===== src/rtl/mem_arb_pkg.sv =====
// Shared types for the two-master central_memory data-port arbiter.
package mem_arb_pkg;

  localparam int unsigned NUM_REQ = 2;

  // Requester 0 is the CPU load/store unit, requester 1 the DMA/image engine.
  typedef logic [0:0] req_id_t;

  typedef enum logic [0:0] {
    ARB_IDLE,
    ARB_LOCKED
  } arb_state_e;

  // Travels alongside an issued read so q_D can be routed back to its issuer.
  typedef struct packed {
    logic    valid;
    req_id_t id;
  } rd_tag_t;

  function automatic req_id_t other_id(input req_id_t id);
    return ~id;
  endfunction

endpackage


===== src/rtl/rd_tag_pipe.sv =====
// Shift register of read tags matching the memory read latency plus the
// issue register stage; cleared synchronously so in-flight reads are dropped.
module rd_tag_pipe
  import mem_arb_pkg::*;
#(
  parameter int unsigned DEPTH = 2
) (
  input  logic clk_i,
  input  logic rst_i,
  input  logic tag_valid_i,
  input  logic tag_id_i,
  output logic tag_valid_o,
  output logic tag_id_o
);

  rd_tag_t stage_q [DEPTH];
  rd_tag_t stage_d [DEPTH];

  // Next stage contents: new tag enters at the head, the rest shift by one.
  always_comb begin
    stage_d[0].valid = tag_valid_i;
    stage_d[0].id    = tag_id_i;
    for (int i = 1; i < int'(DEPTH); i++) begin
      stage_d[i] = stage_q[i-1];
    end
  end

  // Tag storage with synchronous clear.
  always_ff @(posedge clk_i) begin
    if (rst_i) begin
      for (int i = 0; i < int'(DEPTH); i++) begin
        stage_q[i] <= '0;
      end
    end else begin
      for (int i = 0; i < int'(DEPTH); i++) begin
        stage_q[i] <= stage_d[i];
      end
    end
  end

  assign tag_valid_o = stage_q[DEPTH-1].valid;
  assign tag_id_o    = stage_q[DEPTH-1].id;

endmodule


===== src/rtl/mem_port_arbiter.sv =====
// Round-robin arbiter sharing the central_memory data port between the CPU
// load/store unit (requester 0) and the DMA/image engine (requester 1).
// Grants are combinational; memory controls are registered; reads are tagged
// so q_D returns to the requester that issued them.
module mem_port_arbiter
  import mem_arb_pkg::*;
#(
  parameter int unsigned WIDTH     = 32,
  parameter int unsigned MEM_DEPTH = 32'h60000,
  parameter int unsigned RD_LAT    = 1
) (
  input  logic             clock,
  input  logic             reset,
  input  logic             req0,
  input  logic             req1,
  input  logic             we0,
  input  logic             we1,
  input  logic [WIDTH-1:0] addr0,
  input  logic [WIDTH-1:0] addr1,
  input  logic [WIDTH-1:0] wdata0,
  input  logic [WIDTH-1:0] wdata1,
  input  logic             lock0,
  input  logic             lock1,
  output logic             gnt0,
  output logic             gnt1,
  output logic             rvalid0,
  output logic             rvalid1,
  output logic [WIDTH-1:0] rdata0,
  output logic [WIDTH-1:0] rdata1,
  output logic             err0,
  output logic             err1,
  output logic [WIDTH-1:0] rdaddress_D,
  output logic [WIDTH-1:0] wraddress_D,
  output logic             r_dena,
  output logic             wr_dena,
  output logic [WIDTH-1:0] data_in,
  input  logic [WIDTH-1:0] q_D
);

  localparam logic [WIDTH-1:0] DepthW = WIDTH'(MEM_DEPTH);

  logic [NUM_REQ-1:0] req;
  logic [NUM_REQ-1:0] lock;

  assign req  = {req1, req0};
  assign lock = {lock1, lock0};

  arb_state_e state_q, state_d;
  req_id_t    last_gnt_q, last_gnt_d;
  req_id_t    gnt_id;
  logic       gnt_any;

  logic             sel_we;
  logic [WIDTH-1:0] sel_addr;
  logic [WIDTH-1:0] sel_wdata;
  logic             sel_oor;

  logic               r_dena_q, r_dena_d;
  logic               wr_dena_q, wr_dena_d;
  logic [WIDTH-1:0]   rdaddress_q, rdaddress_d;
  logic [WIDTH-1:0]   wraddress_q, wraddress_d;
  logic [WIDTH-1:0]   data_in_q, data_in_d;
  logic [NUM_REQ-1:0] err_q, err_d;

  logic tag_valid;
  logic tag_id;

  // Arbitration and lock FSM next state. No grant is given while reset is
  // high, since the access would be wiped by the reset edge anyway.
  always_comb begin
    gnt_any = 1'b0;
    gnt_id  = last_gnt_q;
    if (!reset) begin
      unique case (state_q)
        ARB_LOCKED: begin
          // Owner keeps the port; the other side waits even if owner is idle.
          gnt_any = req[last_gnt_q];
        end
        ARB_IDLE: begin
          if (req0 && req1) begin
            gnt_any = 1'b1;
            gnt_id  = other_id(last_gnt_q);
          end else if (req0) begin
            gnt_any = 1'b1;
            gnt_id  = 1'b0;
          end else if (req1) begin
            gnt_any = 1'b1;
            gnt_id  = 1'b1;
          end
        end
        default: ;
      endcase
    end

    state_d    = ARB_IDLE;
    last_gnt_d = last_gnt_q;
    if (gnt_any) begin
      last_gnt_d = gnt_id;
      if (lock[gnt_id]) begin
        state_d = ARB_LOCKED;
      end
    end
  end

  // Select the granted requester's access attributes.
  always_comb begin
    if (gnt_id == 1'b1) begin
      sel_we    = we1;
      sel_addr  = addr1;
      sel_wdata = wdata1;
    end else begin
      sel_we    = we0;
      sel_addr  = addr0;
      sel_wdata = wdata0;
    end
    sel_oor = (sel_addr >= DepthW);
  end

  // Memory control next state; out-of-range accesses are granted but only
  // raise err, never an enable. Address/data registers hold when idle.
  always_comb begin
    r_dena_d    = 1'b0;
    wr_dena_d   = 1'b0;
    rdaddress_d = rdaddress_q;
    wraddress_d = wraddress_q;
    data_in_d   = data_in_q;
    err_d       = '0;
    if (gnt_any) begin
      if (sel_oor) begin
        err_d[gnt_id] = 1'b1;
      end else if (sel_we) begin
        wr_dena_d   = 1'b1;
        wraddress_d = sel_addr;
        data_in_d   = sel_wdata;
      end else begin
        r_dena_d    = 1'b1;
        rdaddress_d = sel_addr;
      end
    end
  end

  // Arbiter state and registered memory controls.
  always_ff @(posedge clock) begin
    if (reset) begin
      state_q     <= ARB_IDLE;
      last_gnt_q  <= 1'b1;
      r_dena_q    <= 1'b0;
      wr_dena_q   <= 1'b0;
      rdaddress_q <= '0;
      wraddress_q <= '0;
      data_in_q   <= '0;
      err_q       <= '0;
    end else begin
      state_q     <= state_d;
      last_gnt_q  <= last_gnt_d;
      r_dena_q    <= r_dena_d;
      wr_dena_q   <= wr_dena_d;
      rdaddress_q <= rdaddress_d;
      wraddress_q <= wraddress_d;
      data_in_q   <= data_in_d;
      err_q       <= err_d;
    end
  end

  // One stage for the issue register plus RD_LAT for the memory itself.
  rd_tag_pipe #(
    .DEPTH (RD_LAT + 1)
  ) u_rd_tag_pipe (
    .clk_i       (clock),
    .rst_i       (reset),
    .tag_valid_i (r_dena_d),
    .tag_id_i    (gnt_id),
    .tag_valid_o (tag_valid),
    .tag_id_o    (tag_id)
  );

  assign gnt0 = gnt_any && (gnt_id == 1'b0);
  assign gnt1 = gnt_any && (gnt_id == 1'b1);

  assign rvalid0 = tag_valid && (tag_id == 1'b0);
  assign rvalid1 = tag_valid && (tag_id == 1'b1);
  assign rdata0  = rvalid0 ? q_D : '0;
  assign rdata1  = rvalid1 ? q_D : '0;

  assign err0        = err_q[0];
  assign err1        = err_q[1];
  assign r_dena      = r_dena_q;
  assign wr_dena     = wr_dena_q;
  assign rdaddress_D = rdaddress_q;
  assign wraddress_D = wraddress_q;
  assign data_in     = data_in_q;

endmodule

===== config.mk =====
export PLATFORM = sky130hd
export DESIGN_NAME = mem_port_arbiter
export DESIGN_NICKNAME = d
export VERILOG_FILES = /design/src/rtl/mem_arb_pkg.sv /design/src/rtl/rd_tag_pipe.sv /design/src/rtl/mem_port_arbiter.sv
export SDC_FILE = /design/constraint.sdc
export NUM_CORES = 1
export LEC_CHECK = 0
export CAP_MARGIN = 20
export CORE_AREA = 2 2 131 133
export DETAILED_ROUTE_END_ITERATION = 8
export DIE_AREA = 0 0 133 135
export PLACE_DENSITY = 0.74
export SLEW_MARGIN = 20
export SYNTH_ARGS = -nofsm -noshare
export SYNTH_HDL_FRONTEND = slang
export SYNTH_SLANG_ARGS = --single-unit

===== constraint.sdc =====
create_clock -name clock -period 4 [get_ports clock]
set_input_delay 0.6 -clock clock [delete_from_list [all_inputs] [get_ports clock]]
set_output_delay 0.6 -clock clock [all_outputs]
set_load 0.02 [all_outputs]

==> flow_metrics.tcl <==
set metrics [dict create \
    status "completed" \
    ys_types 35 \
    hp-class "flop to flop" \
    viasPerCell 4.73 \
    clockBufferDepth 2 \
    top_usage_layer "met2" \
    post-cts-setup-buffers 0 \
    coreArea_mm2 0.0164 \
    endpoint_kind "output port" \
    io_buffer_count 335 \
    die_h_um 135 \
    yosysWarnings 0 \
    numCtsBuffers 9 \
    p_comb_share_pct 17.0 \
    clkTransAtPathRegs_ps 70 \
    via_count 5586 \
    ant_nets 0 \
    synthToLayoutAreaGrowth_pct 67.6 \
    hpwl_mm 13.6 \
    synthArstFlopShare_pct 0 \
    fin_crit_sh_pct 77.1 \
    tns_ps 0 \
    hold_buffers 0 \
    grt.met3_usage_pct 7.13 \
    yosysTopAreaCellShare_pct 37.7 \
    ys_ff_latch 105 \
    cts-root-buf "clkbuf_16" \
    met2_usage_pct 33.2 \
    drv_slew 0 \
    grt_pass1_wl_mm 29.9 \
    synth_largest_area_cell "dfxtp_1" \
    antenna_found_initial 1 \
    seq_power_share_pct 44.1 \
    netlist_area_mm2 0.00558 \
    rows 47 \
    synth_nets 825 \
    cp_max_fo 34 \
    path_class "flop to output port" \
    fin_nets 1124 \
    final_core_util_pct 57.0 \
    power_density_mw_per_mm2 256 \
    routedWlPerCell_um 16.2 \
    htreeDepth 3 \
    yosys-top-cells-area "dfxtp_1, mux2i_1, a211oi_1" \
    final_hold_viol_count 0 \
    drv_cap 0 \
    rsz0062_at_grt "no" \
    tightest_slew_ps 842 \
    critPathLaunchType "flop" \
    insertion_delay_ps 340 \
    p_leak_nw 4.01 \
    io_pins 336 \
    cts_sinks 105 \
    tritoncts "yes" \
    overflow 0 \
    fmax_mhz 324 \
    grt_max_degree 118 \
    min_period_ps 3080 \
    switching_share_pct 24.3 \
    synth_cells 657 \
    cts_resized 0 \
    start_util_pct 34.0 \
    layout_common_cells "clkdlybuf4s50_1, dfxtp_1, mux2i_1" \
    grt_pass1_vias 5337 \
    crit_arrival_ps 2480 \
    use_met1_pct 27.1 \
    intPower_mw 1.81 \
    drt-initial-drc-count 285 \
    p_switching_uw 582 \
    die_x_um 133 \
    drive_gt1_share_pct 4.06 \
    grtUsageTotal_pct 21.1 \
    wl_mm 19.1 \
    p_clk_share_pct 38.8 \
    worstPathRequired_ps 3400 \
    finalSetupViolCount 0 \
    fin_skew_ps 6.27 \
    ys.flop_type "dfxtp_1" \
    ir_worst_vdd_uv 211 \
    synth_edf_count 0 \
    syn_area_per_cell_um2 8.49 \
    place_congestion 0.904 \
    relSlewSlack_pct 43.9 \
    final_common_cell "clkdlybuf4s50_1" \
    drc 0 \
    firstDrtPassIters 4 \
    dieArea_mm2 0.0180 \
    ys_seq_area_share_pct 37.7 \
]
-- cell families after synthesis --
kind of cell | after synthesis | share of synthesized area [%]
multiplexers | 88 | 15.8
AND/OR/NAND/NOR | 224 | 22.8
AO/OA/AOI/OAI | 108 | 13.5
buffers and inverters | 132 | 10.2
flip-flops | 105 | 37.7
-- final cells by class --
cell class	count	area, µm²
diodes	1	2.50
repair buffers	349	3470
inverters	71	268
clock inverters	4	50.0
well taps	220	275
multi-input cells	420	2920
flip-flops and latches	105	2100
fillers	1507	7060
clock buffers	12	267
-- flip-flops by register name, indices dropped and copies added (netlist names) --
name                   cells
last_gnt_q                 1
rdaddress_D               32
wraddress_D               32
u_rd_tag_pipe.stage_q      4
state_q                    1
wr_dena                    1
data_in                   32
err_q                      2
-- worst paths after layout --
path / depth (start not counted) / end / startpoint / slack, ps
worst max-delay path: 5 / rdata0[28] / u_rd_tag_pipe.stage_q[0][2] / 920
worst min-delay path: 1 / u_rd_tag_pipe.stage_q[0][2] / u_rd_tag_pipe.stage_q[0][0] / 440
worst max register to register: 5 / data_in[7] / last_gnt_q / 1370
worst min register to register: 1 / u_rd_tag_pipe.stage_q[0][2] / u_rd_tag_pipe.stage_q[0][0] / 440
-- metal layers --
metal | part of all wire [%] | vias up
met1 | 45 | 2535
met2 | 45 | 193
met4 | 2.4 | 0
li1 | - | 2829
met5 | 0 | -
met3 | 7.7 | 29
-- through the flow --
step / cells / setup slack [ps] / total power [mW] / cell area [µm²] / hold slack (ps)
after floorplan: 657 / 2080 / 1.27 / 5580 / 414
after global placement: 1165 / 1060 / 1.49 / 9030 / 421
after detailed placement: 1165 / 1040 / 1.49 / 9030 / 427
after CTS: 1181 / 901 / 2.42 / 9340 / 446
after global routing: 1182 / 738 / 2.51 / 9350 / 462
final: 1182 / 916 / 2.40 / 9350 / 443
-- power by group through the flow --
stage / combinational, mW / clock, mW / sequential [mW]
2_1_floorplan: 0.193 / 0 / 1.08
3_3_place_gp: 0.406 / 0 / 1.08
3_5_place_dp: 0.407 / 0 / 1.08
4_1_cts: 0.410 / 0.955 / 1.06
5_1_grt: 0.447 / 1.00 / 1.06
6_report: 0.408 / 0.930 / 1.06
-- worst max-delay path: stages (launching register included) --
cell,delay (ps)
dfxtp_1,300
buf_4,220
nor2b_1,450
buf_4,340
and2_1,200
clkdlybuf4s50_1,620
-- cells in the mapped netlist, types with 6 or more instances --
| library cell | number |
|---|---|
| and2_1 | 34 |
| o21ai_1 | 32 |
| nor3b_1 | 13 |
| and3_1 | 46 |
| inv_1 | 68 |
| nand2_1 | 72 |
| a211oi_1 | 64 |
| nor2b_1 | 39 |
| buf_6 | 8 |
| nor4_1 | 6 |
| dfxtp_1 | 105 |
| mux2i_1 | 88 |
| clkbuf_1 | 47 |
No activity file was read; power rests on OpenSTA's default activity.
